`config.mk`:
```
export PLATFORM = sky130hd
export DESIGN_NAME = iic_reg_write_seq_flat
export DESIGN_NICKNAME = d
export VERILOG_FILES = /design/src/rtl/iic_reg_write_seq_pkg.sv /design/src/rtl/iic_reg_write_seq_if.sv /design/src/rtl/iic_reg_write_seq.sv /design/src/flat_wrapper.sv
export SDC_FILE = /design/constraint.sdc
export NUM_CORES = 1
export LEC_CHECK = 0
export CAP_MARGIN = 20
export CORE_ASPECT_RATIO = 0.8
export CORE_MARGIN = 5
export CORE_UTILIZATION = 29
export CTS_CLUSTER_DIAMETER = 100
export CTS_CLUSTER_SIZE = 40
export DETAILED_ROUTE_END_ITERATION = 6
export SYNTH_ARGS = -nofsm -noshare
export SYNTH_HDL_FRONTEND = slang
export SYNTH_SLANG_ARGS = --single-unit
```
`constraint.sdc`:
```
create_clock -name clk -period 2.68 [get_ports clk]
set_input_delay 0.804 -clock clk [delete_from_list [all_inputs] [get_ports clk]]
set_output_delay 0.804 -clock clk [all_outputs]
set_load 0.01 [all_outputs]
```
`src/rtl/iic_reg_write_seq_pkg.sv`:
```
// Shared definitions for the IIC register-write sequencer: FSM encoding,
// byte-slot indices and the byte mux used to build each outgoing byte.
package iic_reg_write_seq_pkg;

  typedef enum logic [2:0] {
    ST_IDLE  = 3'd0,
    ST_LOAD  = 3'd1,
    ST_ISSUE = 3'd2,
    ST_WAIT  = 3'd3,
    ST_GAP   = 3'd4,
    ST_FIN   = 3'd5,
    ST_FAIL  = 3'd6
  } seq_state_e;

  localparam logic [1:0] BYTE_DEV = 2'd0;
  localparam logic [1:0] BYTE_REG = 2'd1;
  localparam logic [1:0] BYTE_DAT = 2'd2;

  localparam logic RW_WRITE = 1'b0;

  function automatic logic [7:0] sel_byte(input logic [1:0] idx,
                                          input logic [6:0] dev,
                                          input logic [7:0] regad,
                                          input logic [7:0] dat);
    logic [7:0] b;
    case (idx)
      BYTE_DEV: b = {dev, RW_WRITE};
      BYTE_REG: b = regad;
      default:  b = dat;
    endcase
    return b;
  endfunction

endpackage

```
`src/rtl/iic_reg_write_seq_if.sv`:
```
// Host request/status and byte-writer handshake of the register-write sequencer.
interface iic_reg_write_seq_if;
  // Host side: req is taken only while busy=0 and never queued; done (with err
  // on timeout) pulses for one cycle. Writer side: wr_en pulses once per byte,
  // wr_data holds until the writer's one-cycle byte_done.
  logic       req;
  logic [6:0] dev_addr;
  logic [7:0] reg_addr;
  logic [7:0] wdata;
  logic       busy;
  logic       done;
  logic       err;
  logic       wr_en;
  logic [7:0] wr_data;
  logic       byte_done;
  logic [1:0] byte_idx;

  modport master (
    output req, dev_addr, reg_addr, wdata, byte_done,
    input  busy, done, err, wr_en, wr_data, byte_idx
  );

  modport slave (
    input  req, dev_addr, reg_addr, wdata, byte_done,
    output busy, done, err, wr_en, wr_data, byte_idx
  );
endinterface

```
`src/rtl/iic_reg_write_seq.sv`:
```
// Feeds one IIC register write ({dev,W}, reg, data) to a single-byte writer,
// with an inter-byte gap and a per-byte done timeout.
module iic_reg_write_seq
  import iic_reg_write_seq_pkg::*;
#(
  parameter int GAP_CYC     = 10,
  parameter int TIMEOUT_CYC = 2000,
  parameter int CNT_W       = 12
) (
  input  logic                clk,
  input  logic                rst,
  iic_reg_write_seq_if.slave  bus,
  output seq_state_e          state_o
);

  localparam logic [CNT_W-1:0] GAP_LAST = CNT_W'(GAP_CYC - 1);
  localparam logic [CNT_W-1:0] TO_LAST  = CNT_W'(TIMEOUT_CYC - 1);

  seq_state_e       state_q, state_d;
  logic [CNT_W-1:0] cnt_q, cnt_d;
  logic [1:0]       idx_q, idx_d;
  logic [6:0]       dev_q, dev_d;
  logic [7:0]       reg_q, reg_d;
  logic [7:0]       dat_q, dat_d;
  logic [7:0]       wr_data_q, wr_data_d;

  always_ff @(posedge clk or posedge rst) begin
    if (rst) begin
      state_q   <= ST_IDLE;
      cnt_q     <= '0;
      idx_q     <= BYTE_DEV;
      dev_q     <= '0;
      reg_q     <= '0;
      dat_q     <= '0;
      wr_data_q <= '0;
    end else begin
      state_q   <= state_d;
      cnt_q     <= cnt_d;
      idx_q     <= idx_d;
      dev_q     <= dev_d;
      reg_q     <= reg_d;
      dat_q     <= dat_d;
      wr_data_q <= wr_data_d;
    end
  end

  always_comb begin
    state_d   = state_q;
    cnt_d     = cnt_q;
    idx_d     = idx_q;
    dev_d     = dev_q;
    reg_d     = reg_q;
    dat_d     = dat_q;
    wr_data_d = wr_data_q;
    case (state_q)
      ST_IDLE: begin
        if (bus.req) begin
          dev_d   = bus.dev_addr;
          reg_d   = bus.reg_addr;
          dat_d   = bus.wdata;
          idx_d   = BYTE_DEV;
          state_d = ST_LOAD;
        end
      end
      ST_LOAD: begin
        wr_data_d = sel_byte(idx_q, dev_q, reg_q, dat_q);
        state_d   = ST_ISSUE;
      end
      ST_ISSUE: begin
        cnt_d   = '0;
        state_d = ST_WAIT;
      end
      ST_WAIT: begin
        cnt_d = cnt_q + CNT_W'(1);
        // A done arriving on the last allowed cycle still counts as success.
        if (bus.byte_done) begin
          cnt_d = '0;
          if (idx_q == BYTE_DAT) begin
            state_d = ST_FIN;
          end else begin
            idx_d   = idx_q + 2'd1;
            state_d = ST_GAP;
          end
        end else if (cnt_q == TO_LAST) begin
          state_d = ST_FAIL;
        end
      end
      ST_GAP: begin
        cnt_d = cnt_q + CNT_W'(1);
        if (cnt_q == GAP_LAST) begin
          state_d = ST_LOAD;
        end
      end
      ST_FIN:  state_d = ST_IDLE;
      ST_FAIL: state_d = ST_IDLE;
      default: state_d = ST_IDLE;
    endcase
  end

  assign bus.busy     = (state_q != ST_IDLE);
  assign bus.done     = (state_q == ST_FIN) || (state_q == ST_FAIL);
  assign bus.err      = (state_q == ST_FAIL);
  assign bus.wr_en    = (state_q == ST_ISSUE);
  assign bus.wr_data  = wr_data_q;
  assign bus.byte_idx = idx_q;
  assign state_o      = state_q;

endmodule

```
`src/flat_wrapper.sv`:
```
// flat-port wrapper written by rule: the top's interface ports become plain ports
module iic_reg_write_seq_flat import iic_reg_write_seq_pkg::*;
#(
  parameter int GAP_CYC     = 10,
  parameter int TIMEOUT_CYC = 2000,
  parameter int CNT_W       = 12
)
  (clk, rst, state_o, bus_req, bus_dev_addr, bus_reg_addr, bus_wdata, bus_byte_done, bus_busy, bus_done, bus_err, bus_wr_en, bus_wr_data, bus_byte_idx);
  iic_reg_write_seq_if bus_i ();
  input  logic clk;
  input  logic rst;
  output seq_state_e state_o;
  input wire logic [$bits(bus_i.req)-1:0] bus_req;
  input wire logic [$bits(bus_i.dev_addr)-1:0] bus_dev_addr;
  input wire logic [$bits(bus_i.reg_addr)-1:0] bus_reg_addr;
  input wire logic [$bits(bus_i.wdata)-1:0] bus_wdata;
  input wire logic [$bits(bus_i.byte_done)-1:0] bus_byte_done;
  output wire logic [$bits(bus_i.busy)-1:0] bus_busy;
  output wire logic [$bits(bus_i.done)-1:0] bus_done;
  output wire logic [$bits(bus_i.err)-1:0] bus_err;
  output wire logic [$bits(bus_i.wr_en)-1:0] bus_wr_en;
  output wire logic [$bits(bus_i.wr_data)-1:0] bus_wr_data;
  output wire logic [$bits(bus_i.byte_idx)-1:0] bus_byte_idx;
  assign bus_i.req = bus_req;
  assign bus_i.dev_addr = bus_dev_addr;
  assign bus_i.reg_addr = bus_reg_addr;
  assign bus_i.wdata = bus_wdata;
  assign bus_i.byte_done = bus_byte_done;
  assign bus_busy = bus_i.busy;
  assign bus_done = bus_i.done;
  assign bus_err = bus_i.err;
  assign bus_wr_en = bus_i.wr_en;
  assign bus_wr_data = bus_i.wr_data;
  assign bus_byte_idx = bus_i.byte_idx;
  iic_reg_write_seq #(.GAP_CYC(GAP_CYC), .TIMEOUT_CYC(TIMEOUT_CYC), .CNT_W(CNT_W)) u_core (.clk(clk), .rst(rst), .bus(bus_i), .state_o(state_o));
endmodule
```
---- After elaboration in Yosys (flattened, before gate mapping) ----
Index checks and enable logic that the tools add are counted.
word-level totals
  flip-flop bits (word level) ............. 48
  input port bits ......................... 27
  output and inout bits ................... 17
  logic and storage cells ................. 46
cells by class
  add/subtract/negate cells ............... 2
  eq/ne operators ......................... 15
  multiplexer cells ....................... 13
  reductions and logical operators ........ 9
operator list
  operator               number
  $pmux 12 s3            1
  $pmux 8 s2             1
  $pmux 3 s5             1
  $add 12x1->12 const B  1
  $eq 12x11->1 const B   1
  $eq 12x4->1 const B    1
  $mux 12                1
  $mux 3                 4
  $eq 3x3->1 const B     3
  $eq 3x2->1 const B     2
  $mux 2                 3
  $ne 2x2->1 const B     3
  $reduce_bool 3->1      2
  $pmux 2 s2             1
  $reduce_and 4->1       1
  $eq 3x1->1 const B     1
  $logic_not 3->1        1
  $ne 3x2->1 const B     1
  $reduce_and 3->1       1
  $add 2x1->2 const B    1
  $eq 2x1->1 const B     1
  $eq 2x2->1 const B     1
  $logic_not 2->1        1
  $ne 2x1->1 const B     1
  other kinds (4)        4

---- Depth between registers and ports, before layout ----
Gate-level depths: netlist of run 1.
  depth in word-level cells ............... 4
  gate-level depth with buffers ........... 6
  mapped depth without buffers ............ 6

---- Worst setup path after synthesis of run 1 ----
No wires, ideal clock.
  kind .................................... register to output
  start point ............................. register u_core.state_q[1], in the netlist u_core.state_o[1]
  end point ............................... output port bus_done
  arrival time ............................ 1.176 ns
  required time ........................... 1.876 ns
  setup slack ............................. 0.700 ns
  cell stages (with the launch flop) ...... 5
  path through ............................ dfrtp_1 -> buf_2 -> buf_2 -> xor2_1 -> and2_1
between the ends
  cells in the longest elaborated chain, start to end .. 2
  elaborated cells on any way between the ends .. 3
  classes of those cells .................. eq/ne: 2; reduce/logical: 1
RTL lines
  what                      line                      RTL
  start: declaration        iic_reg_write_seq.sv:19   seq_state_e state_q, state_d;
  start signal: assignment  iic_reg_write_seq.sv:37   state_q <= state_d;
  $eq 3x3->1                iic_reg_write_seq.sv:101  assign bus.done = (state_q == ST_FIN) || (state_q == ST_FAIL);
  $logic_or 1x1->1 (*)      iic_reg_write_seq.sv:101
  end: declaration          flat_wrapper.sv:19        output wire logic [$bits(bus_i.done)-1:0] bus_done;
Every way passes the cells marked *; elsewhere a longest branch is shown, timed or not.

---- Final worst setup path of run 1 ----
  start point ............................. register u_core.state_q[1], in the netlist u_core.state_o[1]
  end point ............................... output port bus_busy
between the ends
  cells in the longest elaborated chain, start to end .. 1
RTL lines
  what               line                      RTL
  $reduce_bool 3->1  iic_reg_write_seq.sv:100  assign bus.busy = (state_q != ST_IDLE);
  end: declaration   flat_wrapper.sv:18        output wire logic [$bits(bus_i.busy)-1:0] bus_busy;
No other way between the ends.

==> results of run 1 <==
-- critical path: cells and delay by family (launching register included) --
kind	cells	cell delay [ps]
flip-flops	1	500
AND/OR/NAND/NOR	1	430
buffers and inverters	1	530
-- synthesized netlist by cell type (all sizes together) (5+ instances only) --
library cell | instances | share of area (%)
xor2 | 5 | 1.8
inv | 7 | 1.1
a21oi | 11 | 2.3
a31oi | 11 | 2.9
o21ai | 6 | 1.2
mux2 | 25 | 12
nor2 | 24 | 4.0
dfrtp | 48 | 50
nand2 | 13 | 2.0
ha | 5 | 2.6
a22oi | 7 | 2.2
buf | 10 | 2.8
-- how the worst max path moves through the flow --
stage                end  slack, ps
5_1_grt        bus_wr_en         40
4_1_cts         bus_busy         80
3_5_place_dp   bus_wr_en        340
2_1_floorplan   bus_done        700
6_report        bus_busy        110
3_3_place_gp   bus_wr_en        380
-- logic make-up (layout without fill, tap and decap cells) --
logic type / Yosys count / count (layout) / synth area share (%)
simple gates: 71 / 71 / 15.9
compound gates: 49 / 49 / 13.4
flops: 48 / 48 / 49.8
mux: 25 / 25 / 11.7
buf+inv: 20 / 65 / 4.36
xor+xnor: 6 / 6 / 2.18
fa+ha+maj: 5 / 5 / 2.60
-- metrics by stage --
step                hold WS [ps]  worst slack [ps]  utilization [%]  std cells  cell area (sq um)
detailed placement           490               342             37.2        370               2980
global placement             479               380             37.2        370               2980
floorplan                    459               700                -        224               2410
global route                 540              42.7             38.8        377               3110
CTS                          512              77.5             38.8        377               3110
finish                       506               107             38.8        377               3110
-- power by group through the flow --
stage          clock (mW)  sequential (mW)  combinational (mW)
6_report            0.605             1.27                1.50
5_1_grt             0.651             1.33                1.65
4_1_cts             0.623             1.27                1.51
3_5_place_dp            0             1.29                1.51
3_3_place_gp            0             1.27                1.48
2_1_floorplan           0             1.25               0.976
-- per-layer routing --
layer / wire (microns) / part of all wire (%) / GRT usage, %
met5: 0 / 0 / 0
met4: 61 / 1.1 / 3.04
met3: 194 / 3.5 / 2.13
met2: 2500 / 45 / 17.4
met1: 2820 / 51 / 16.4
-- area by class of cell --
cell class | instances | share of cell area [%]
Inverter | 7 | 0.844
Sequential cell | 48 | 38.7
Multi-Input combinational cell | 156 | 35.5
Clock buffer | 5 | 2.21
Tap cell | 108 | 4.34
Timing Repair Buffer | 51 | 16.6
Clock inverter | 2 | 1.93
-- flip-flops by register name, summed over array words and instances, names as in the netlist --
signal,count
u_core.state_o,3
u_core.bus.wr_data,8
u_core.reg_q,8
u_core.bus.byte_idx,2
u_core.dev_q,7
u_core.cnt_q,12
u_core.dat_q,8
-- repair_timing --
| item | CTS | global route |
|---|---|---|
| buffers inserted | 0 | 0 |
| hold buffers | 0 | 0 |
| endpoints found under the setup margin | 1 | 1 |
| gates resized for setup | 1 | 1 |
==> results.json, run 1 <==
{
  "finalMaxSlewViolations": 0,
  "diodes": 0,
  "pwr-share-comb_pct": 44.4,
  "synth_cell_type_count": 48,
  "r2r_end": "u_core.cnt_q[9]",
  "rows": 29,
  "final_nets": 301,
  "clock_latency_ps": 300,
  "seqPwrFrac_pct": 37.6,
  "syn_nets": 256,
  "p_per_area_nw_per_um2": 1080,
  "register_area_sq_um": 1200,
  "cts_buffers": 5,
  "routedWlPerCell_microns": 14.8,
  "regToRegSetupSlack_ps": 790,
  "syn-instance-count": 224,
  "die_area_sq_um": 10200,
  "period_minus_slack_ps": 2570,
  "final_antenna_net_count": 0,
  "sw_frac_of_total_pct": 35.4,
  "wl_microns": 5570,
  "peakVddDrop_uv": 377,
  "power.leakage_nw": 1.26,
  "drive_gt1_share_pct": 18.2,
  "yosysWarnings": 0,
  "final-hold-violation-count": 0,
  "synth_edf_count": 0,
  "rsz0062_at_grt": "no",
  "final_cell_mix": "dfrtp_1 (46), clkdlybuf4s50_1 (43), mux2_2 (24), nor2_1 (23), nand2_1 (13)",
  "reg2reg_from": "u_core.state_o[2]",
  "hold_start": "u_core.dev_q[6]",
  "start_kind": "flop",
  "cpPeakStageDelay_ps": 530,
  "hp-class": "reg2reg",
  "ys_ff_latch": 48,
  "postSynth.asyncResetShare_pct": 100,
  "maxSlewHeadroom_pct": 62.6,
  "portBuffers": 43,
  "drt-pass1-iter-count": 4,
  "cp.arrival_ps": 1770,
  "cts_sinks": 48,
  "nFillCells": 784,
  "gr-total-overflow": 0,
  "ys_seq_area_share_pct": 49.8,
  "final_common_cell": "dfrtp_1",
  "drt_iter0_markers": 73,
  "gp_congestion": 0.864,
  "period_share_pct": 96.0,
  "io_pins": 44,
  "die_w_microns": 112,
  "cp_slowest_cell": "clkdlybuf4s50_1",
  "cp.required_ps": 1880,
  "drv_cap": 0,
  "grt_antenna_before_repair": 0,
  "clk_path_buf_depth": 2,
  "htreeDepth": 2,
  "grt_max_degree": 26,
  "fin_tns_setup_ps": 0,
  "cts_tree": "built",
  "track_usage_pct": 11.3,
  "die_h_microns": 91.5,
  "power_frac_clock_pct": 18.0,
  "synth.cell_area_sq_um": 2410,
  "cp_cell_sequence": "or3_4 > clkdlybuf4s50_1",
  "multi_input_area_sq_um": 1100,
  "r2r_cells": 5,
  "crit_fanout": 13,
  "root_buffer": "clkbuf_8",
  "grt_pass1_wl_microns": 9550,
  "critPathKind": "reg2out",
  "syn_to_final_growth_pct": 29.2,
  "status": "complete, no violations",
  "start_util_pct": 30.1,
  "power_mw": 3.37,
  "via_per_inst": 4.87,
  "crit_path_end_kind": "primary output",
  "syn-mean-instance-area_sq_um": 10.8,
  "grt_pass1_vias": 1829,
  "p_sw_mw": 1.19,
  "max_freq_ghz": 0.389,
  "vias": 1837,
  "path_clk_slew_ps": 90,
  "dpl.hpwl_microns": 4190,
  "synth_top_flop_cell": "dfrtp_1",
  "hold_end": "u_core.dev_q[6]",
  "setup_viol": 0,
  "crit_path_start": "u_core.state_o[1]",
  "p_int_mw": 2.18,
  "max_slew.worst_pin.slew_ps": 558,
  "fin_worst_skew_ps": 13.2,
  "core_sq_um": 8020,
  "hold_depth": 1,
  "drc": 0
}
(Power assumes the default switching activity.)
==> run 2: changes to the inputs <==
--- a/config.mk
+++ b/config.mk
@@ -11,3 +11,2 @@
 export CORE_UTILIZATION = 29
-export CTS_CLUSTER_DIAMETER = 100
 export CTS_CLUSTER_SIZE = 40
--- a/constraint.sdc
+++ b/constraint.sdc
@@ -3,2 +3,2 @@
 set_output_delay 0.804 -clock clk [all_outputs]
-set_load 0.01 [all_outputs]
+set_load 0.05 [all_outputs]
==> run 2 against run 1 <==
Routed wire length is 2.1% lower. Via count fell by 0.44%. First-iteration DRC count up 37%. Combinational power up 25%. Sequential share of layout area about the same. Register-to-register slack lost 50 ps. Clock skew decreased by 7.3 ps. Final cell count unchanged. Worst setup slack improved by 180 ps. Final area is 0.20% lower. Global-route usage fell by 0.71 points. Critical path type unchanged. Largest power group unchanged.
==> results.json, run 2 (synthesis results as in run 1) <==
{
  "routedWlPerCell_microns": 14.5,
  "period_share_pct": 89.2,
  "top_layer": "met4",
  "status": "complete, no violations",
  "power_frac_clock_pct": 12.6,
  "grt_pass1_wl_microns": 9020,
  "met2_length_microns": 2460,
  "final_common_cell": "dfrtp_1",
  "hp-class": "reg2reg",
  "wl_microns": 5450,
  "crit_fanout": 15,
  "post_cts_resized": 0,
  "cp_slowest_cell": "dfrtp_1",
  "crit_cells": 3,
  "cts_tree": "built",
  "drv_cap": 0,
  "clk_path_buf_depth": 2,
  "power.leakage_nw": 1.26,
  "r2r_cells": 5,
  "rsz0062_at_grt": "no",
  "drt-pass1-iter-count": 4,
  "hold_buffers": 0,
  "crit_path_end_kind": "primary output",
  "fin_tns_setup_ps": 0,
  "die_w_microns": 112,
  "vias": 1829,
  "pwr-share-comb_pct": 51.6,
  "core_sq_um": 8020,
  "cp_num_buf_inv": 1,
  "grt_pass1_vias": 1826,
  "dp_cells": 369,
  "postCtsSetupBuffers": 0,
  "clock_latency_ps": 300,
  "final-hold-violation-count": 0,
  "fin_util_pct": 38.7,
  "drt_iter0_markers": 100,
  "cts_buffers": 5,
  "largest_register": "u_core.cnt_q",
  "sw_frac_of_total_pct": 43.6,
  "fin_worst_skew_ps": 5.90,
  "grt_max_degree": 49,
  "finalMaxSlewViolations": 0,
  "final_nets": 300,
  "peakVddDrop_uv": 345,
  "p_sw_mw": 1.59,
  "cpPeakStageDelay_ps": 690,
  "wl_met1_microns": 2730,
  "cp.arrival_ps": 1590,
  "start_kind": "flop",
  "critPathKind": "reg2out",
  "portBuffers": 43,
  "cp_cell_sequence": "nand2b_1 > nor2_1 > buf_12",
  "path_clk_slew_ps": 90,
  "final_cell_mix": "dfrtp_1 (48), clkdlybuf4s50_1 (36), mux2_2 (24), nor2_1 (22), nand2_1 (13)",
  "maxSlewHeadroom_pct": 61.3,
  "setup_viol": 0,
  "max_slew.worst_pin.slew_ps": 579,
  "track_usage_pct": 10.6,
  "largest_reg_flops": 12,
  "diodes": 0,
  "dpl.hpwl_microns": 4020,
  "die_h_microns": 91.5,
  "cts_sinks": 48,
  "via_per_inst": 4.85,
  "drc": 0,
  "gr-total-overflow": 0,
  "gp_congestion": 0.852,
  "root_buffer": "clkbuf_8",
  "max_freq_ghz": 0.418,
  "drive_gt1_share_pct": 20.4,
  "final_antenna_net_count": 0,
  "crit_family": "flip-flops",
  "p_per_area_nw_per_um2": 1170,
  "htreeDepth": 2,
  "routed-wl-met3_microns": 216,
  "seqPwrFrac_pct": 35.9,
  "syn_to_final_growth_pct": 28.9,
  "cp.required_ps": 1880,
  "grt_antenna_before_repair": 0,
  "start_util_pct": 30.1,
  "io_pins": 44,
  "die_area_sq_um": 10200,
  "rows": 29,
  "period_minus_slack_ps": 2390,
  "hold_depth": 1,
  "layout.cells.non_filler": 377,
  "p_int_mw": 2.05
}
-- run 2: cell count changes in the layout (fill, tap and decap cells not counted), sizes merged --
cell / previous run / this run
bufinv: 2 / 0
buf: 8 / 14
clkbuf: 5 / 6
clkdlybuf4s50: 43 / 36
clkinvlp: 0 / 2
-- run 2: path summary, 6_finish.rpt --
check	start	end	slack, ps
max	u_core.state_o[1]	bus_wr_en	290
min reg2reg	u_core.dev_q[6]	u_core.dev_q[6]	500
max in group asynchronous	rst	u_core.cnt_q[10]	1600
max reg2reg	u_core.state_o[1]	u_core.cnt_q[10]	740
min	u_core.dev_q[6]	u_core.dev_q[6]	500
min in group asynchronous	rst	u_core.state_o[0]	860
-- run 2: cell type report --
cell class                      count  area, sq um
Multi-Input combinational cell    156         1110
Clock buffer                        6         82.6
Sequential cell                    48         1200
Inverter                            7         26.3
Clock inverter                      2         15.0
Tap cell                          108          135
Timing Repair Buffer               50          541
Fill cell                         779         4910
-- run 2: metal layers --
metal / GRT usage [%] / up-vias
met5: 0 / -
met4: 2.43 / 0
met3: 2.13 / 5
met2: 16.5 / 39
met1: 15.2 / 889
li1: - / 896
-- run 2: stage by stage --
| stage | power, mW | setup slack [ps] | hold slack, ps | cell area [sq um] |
|---|---|---|---|---|
| after detailed placement | 3.22 | 453 | 488 | 3010 |
| final | 3.64 | 289 | 504 | 3110 |
| after floorplan | 2.58 | 140 | 459 | 2410 |
| after CTS | 3.67 | 291 | 512 | 3110 |
| after global placement | 3.18 | 476 | 480 | 3010 |
| after global routing | 3.89 | 188 | 531 | 3110 |
-- run 2: power by group through the flow --
stage / clock network, mW / logic [mW] / registers (mW)
global route: 0.499 / 2.03 / 1.36
finish: 0.457 / 1.88 / 1.31
floorplan: 0 / 1.05 / 1.53
global placement: 0 / 1.87 / 1.30
CTS: 0.468 / 1.90 / 1.31
detailed placement: 0 / 1.89 / 1.32
==> run 3: changes to the inputs <==
Settings changed: SETUP_SLACK_MARGIN set to 0.15.
==> run 3 against run 2 <==
Final cell count shrank 0.27%. First-iteration DRC count shrank 4.0%. Global-route usage grew 0.66 points. Sequential share of layout area grew 0.087 points. Via count shrank 0.22%. Worst hold slack gained 1.1 ps. Clock skew grew 1.7 ps. Clock power shrank 2%. Largest power group unchanged.
==> results.json, run 3 (synthesis results as in run 1) <==
{
  "grt_max_degree": 30,
  "drt-pass1-iter-count": 4,
  "final-hold-violation-count": 0,
  "start_kind": "flop",
  "max_freq_ghz": 0.415,
  "power_mw": 3.61,
  "largest_register": "u_core.cnt_q",
  "drc": 0,
  "vias": 1825,
  "path_clk_slew_ps": 90,
  "die_w_microns": 112,
  "die_h_microns": 91.5,
  "use_met3_pct": 2.39,
  "postCtsSetupBuffers": 0,
  "cts_tree": "built",
  "grt_antenna_before_repair": 0,
  "max_slew.worst_pin.slew_ps": 555,
  "drv_cap": 0,
  "core_sq_um": 8020,
  "peakVddDrop_uv": 400,
  "htreeDepth": 2,
  "drive_gt1_share_pct": 20.1,
  "rows": 29,
  "clk_path_buf_depth": 2,
  "drt_iter0_markers": 96,
  "grt_pass1_vias": 1814,
  "routedWlPerCell_microns": 14.7,
  "fin_worst_skew_ps": 7.55,
  "clock_latency_ps": 290,
  "hold_buffers": 0,
  "grt_pass1_wl_microns": 9450,
  "nFillCells": 800,
  "reg2reg_from": "u_core.state_o[2]",
  "dpl_worst_slack_ps": 451,
  "start_util_pct": 30.1,
  "final_cell_mix": "dfrtp_1 (47), clkdlybuf4s50_1 (37), mux2_2 (24), nor2_1 (22), nand2_1 (13)",
  "rsz0062_at_grt": "no",
  "dp_cells": 368,
  "hp-class": "reg2reg",
  "diodes": 0,
  "cp.arrival_ps": 1600,
  "r2r_cells": 5,
  "cts_buffers": 5,
  "period_minus_slack_ps": 2410,
  "crit_family": "buffers and inverters",
  "period_share_pct": 89.9,
  "p_per_area_nw_per_um2": 1160,
  "via_per_inst": 4.85,
  "io_pins": 44,
  "crit_path_end_kind": "primary output",
  "power.leakage_nw": 1.25,
  "cp_num_buf_inv": 1,
  "setup_ws_ps": 271,
  "hold_start": "u_core.dat_q[0]",
  "maxSlewHeadroom_pct": 62.9,
  "crit_fanout": 11,
  "syn_to_final_growth_pct": 28.8,
  "crit_path_start": "u_core.state_o[1]",
  "status": "complete, no violations",
  "cts_sinks": 48,
  "grt.busiest_layer": "met2",
  "cp.required_ps": 1880,
  "final_common_cell": "dfrtp_1",
  "post_cts_resized": 0,
  "met1_usage_pct": 16.4,
  "finalMaxSlewViolations": 0,
  "final_nets": 299,
  "dpl.hpwl_microns": 4130,
  "largest_reg_flops": 12,
  "portBuffers": 43,
  "track_usage_pct": 11.3,
  "gr-total-overflow": 0,
  "regToRegSetupSlack_ps": 650,
  "layout.cells.non_filler": 376,
  "setup_viol": 0,
  "critPathKind": "reg2out",
  "cp_cell_sequence": "clkdlybuf4s50_1",
  "cp_slowest_cell": "clkdlybuf4s50_1",
  "hold_depth": 1,
  "cpPeakStageDelay_ps": 840,
  "wl_microns": 5540,
  "gp_congestion": 0.836,
  "die_area_sq_um": 10200,
  "crit_cells": 1,
  "final_antenna_net_count": 0,
  "root_buffer": "clkbuf_8",
  "met2_usage_pct": 17.1,
  "fin_tns_setup_ps": 0
}
==> run 3: cell types whose count changed in the layout (fill, tap and decap cells not counted), sizes merged <==
| cell | before | now |
|---|---|---|
| buf | 14 | 12 |
| clkdlybuf4s50 | 36 | 37 |
==> run 3: routing by layer <==
layer	part of all wire, %	vias up	wire, microns
li1	-	886	-
met1	48	894	2660
met2	47	40	2580
met3	4.3	5	240
met4	1.1	0	59
met5	0	-	0
==> run 3: final cells by class <==
type | count | area (sq um) | share of cell area [%]
Clock buffer | 6 | 82.6 | 2.66
Clock inverter | 2 | 15.0 | 0.484
Inverter | 7 | 26.3 | 0.847
Multi-Input combinational cell | 156 | 1110 | 35.6
Sequential cell | 48 | 1200 | 38.7
Tap cell | 108 | 135 | 4.35
Timing Repair Buffer | 49 | 536 | 17.3
==> run 3: worst register-to-register path, delay by kind of cell, from the launching register on <==
kind / cells / cell delay, ps
buffers and inverters: 1 / 240
DFF: 1 / 680
AOI/OAI and AO/OA: 2 / 390
and+or+nand+nor: 2 / 650
==> run 3: report_power, final <==
| group | switching (mW) | internal (mW) | total (mW) |
|---|---|---|---|
| logic | 1.07 | 0.811 | 1.88 |
| registers | 0.251 | 1.03 | 1.28 |
| clock network | 0.238 | 0.209 | 0.447 |
==> run 3: through the flow <==
step	util, %	hold slack, ps	cell area [sq um]
2_1_floorplan	-	459	2410
3_3_place_gp	37.5	470	3010
3_5_place_dp	37.5	478	3010
4_1_cts	38.7	500	3100
5_1_grt	38.7	528	3100
6_report	38.7	505	3100
==> run 3: worst paths after layout <==
| kind | endpoint |
|---|---|
| setup reg to reg | u_core.cnt_q[10] |
| hold / removal | u_core.dat_q[0] |
| max in group asynchronous | u_core.dat_q[4] |
| hold reg to reg | u_core.dat_q[0] |
| min in group asynchronous | u_core.cnt_q[10] |
| setup / recovery | state_o[1] |
==> variant: new RTL, flow settings as in run 2 <==
`TIMEOUT_CYC` is set to 2000 in 2 places; all go to 1024.
--- a/src/rtl/iic_reg_write_seq.sv
+++ b/src/rtl/iic_reg_write_seq.sv
@@ -4,7 +4,7 @@
   import iic_reg_write_seq_pkg::*;
 #(
   parameter int GAP_CYC     = 10,
-  parameter int TIMEOUT_CYC = 2000,
+  parameter int TIMEOUT_CYC = 1024,
   parameter int CNT_W       = 12
 ) (
   input  logic                clk,
--- a/src/flat_wrapper.sv
+++ b/src/flat_wrapper.sv
@@ -2,7 +2,7 @@
 module iic_reg_write_seq_flat import iic_reg_write_seq_pkg::*;
 #(
   parameter int GAP_CYC     = 10,
-  parameter int TIMEOUT_CYC = 2000,
+  parameter int TIMEOUT_CYC = 1024,
   parameter int CNT_W       = 12
 )
   (clk, rst, state_o, bus_req, bus_dev_addr, bus_reg_addr, bus_wdata, bus_byte_done, bus_busy, bus_done, bus_err, bus_wr_en, bus_wr_data, bus_byte_idx);
Function: no difference found for any inputs over 10 cycles, from zero or initial values and one cycle with rst high; that may be too few to reach the edited logic, so the function may still have changed.
==> variant against run 2 <==
- utilization grew 0.47 points
- cell count up 11%
- area after synthesis shrank 0.73%
- routed wire length is 1.2% lower
- cell area grew 0.77%
- worst setup slack got worse by 0.14 ns
- combinational power down 5%
- sequential cell count unchanged
- sequential share of layout area fell by 0.29 points
- total power decreased by 0.68%
- largest cell class unchanged
- largest power group unchanged
- highest routed layer unchanged
==> variant: results (changes against run 2) <==
P_leak - 1.38 nW (+9.4%)
Slowest stage cell, crit path - clkdlybuf4s50_1
Total Wirelength - 5390 µm (-1.2%)
CP max stage delay - 0.88 ns (+0.19 ns)
Post-synth top area cell - dfrtp_1
Ant diodes - 0 (unchanged)
Worst setup path start - u_core.state_o[0]
Library cells used by synthesis - 45 (-6.3%)
GRT Overall Usage - 0.110 (+0.00429)
Vias - 1929 (+5.5%)
Setup crit end - state_o[0]
Drt initial violations - 74 (-26%)
Share of cells above drive strength 1 - 0.132 (-0.0722)
Status - complete, no violations
Met3 Wirelength - 295 µm (+37%)
Vias in the first global route - 1960 (+7.3%)
Sequential-to-total area share from yosys stat - 0.502 (+0.00365)
Top cells by area, synth - dfrtp_1, nand2_1, nor2_1, ha_1, a2111oi_2
First-pass GRT wire length - 9360 µm (+3.8%)
Hold path start - u_core.dat_q[0]
CP max FO - 11 (-4)
Met2 WL - 2430 µm (-1.4%)
Synth warn - 0 (unchanged)
Worst-path clk slew - 0.09 ns (about the same)
Cell family with most CP delay - buffers and inverters
Layout net count - 342 (+14%)
Mapped Nets - 294 (+15%)
GPL Wtd Cong - 0.800 (-6.1%)
Hold path endpoint - u_core.dat_q[0]
FF-to-FF setup slack - 0.81 ns (+0.07 ns)
Worst vdd ir - 404 µV (+17%)
RR Endpoint - u_core.cnt_q[6]
Commonest cells post-synth - nand2_1, dfrtp_1, nor2_1, a31oi_1
Antenna Nets Post-Route - 0 (unchanged)
Met1 WL - 2620 µm (-4.1%)
Cell Int Power - 2.06 mW (about the same)
Max Clock Skew - 0.0111 ns (+0.00522 ns)
Data arrival, critical path - 1.72 ns (+0.13 ns)
Worst hold path cell count - 2 (+1)
Detailed Place HPWL - 3970 µm (-1.2%)
Rel. slew slack - 0.579 (-0.0338)
==> variant: cell count changes after synthesis, sizes merged, moves of 4 or more <==
cell            run 2  this run
a2111oi             0         4
a21oi              11         7
mux2               25         1
nor2               24        28
xnor2               1         5
nand2              13        82
==> variant: stage by stage <==
stage	power (mW)	instances	hold slack, ns	worst slack, ns	area (µm²)
after floorplan	2.45	262	0.438	0.139	2390
after global placement	3.03	411	0.456	0.344	3000
after detailed placement	3.04	411	0.455	0.302	3000
after CTS	3.65	418	0.478	0.130	3130
after global routing	3.88	418	0.502	0.0812	3130
final	3.62	418	0.472	0.152	3130
==> variant: area by class of cell <==
type	instances	area (µm²)
Sequential cell	48	1200
Timing Repair Buffer	53	543
Clock inverter	2	60.1
Clock buffer	5	68.8
Multi-Input combinational cell	194	1090
Fill cell	833	4850
Inverter	8	30.0
Tap cell	108	135
==> variant: power by group through the flow <==
| stage | registers, mW | clock network (mW) | logic [mW] |
|---|---|---|---|
| after floorplan | 1.50 | 0 | 0.944 |
| after global placement | 1.24 | 0 | 1.78 |
| after detailed placement | 1.24 | 0 | 1.80 |
| after CTS | 1.23 | 0.619 | 1.80 |
| after global routing | 1.28 | 0.648 | 1.96 |
| final | 1.23 | 0.605 | 1.78 |
==> variant: routing by layer <==
metal | vias up | GRT usage
met5 | - | 0
met4 | 0 | 0.0284
met3 | 2 | 0.0279
met2 | 43 | 0.176
met1 | 904 | 0.151
li1 | 980 | -
==> variant: cell families after synthesis <==
family	Yosys count	share of synthesized area
compound gates	44	0.138
xor+xnor	10	0.0366
fa+ha+maj	5	0.0262
buf+inv	20	0.0413
flops	48	0.502
mux	1	0.00471
simple gates	134	0.252
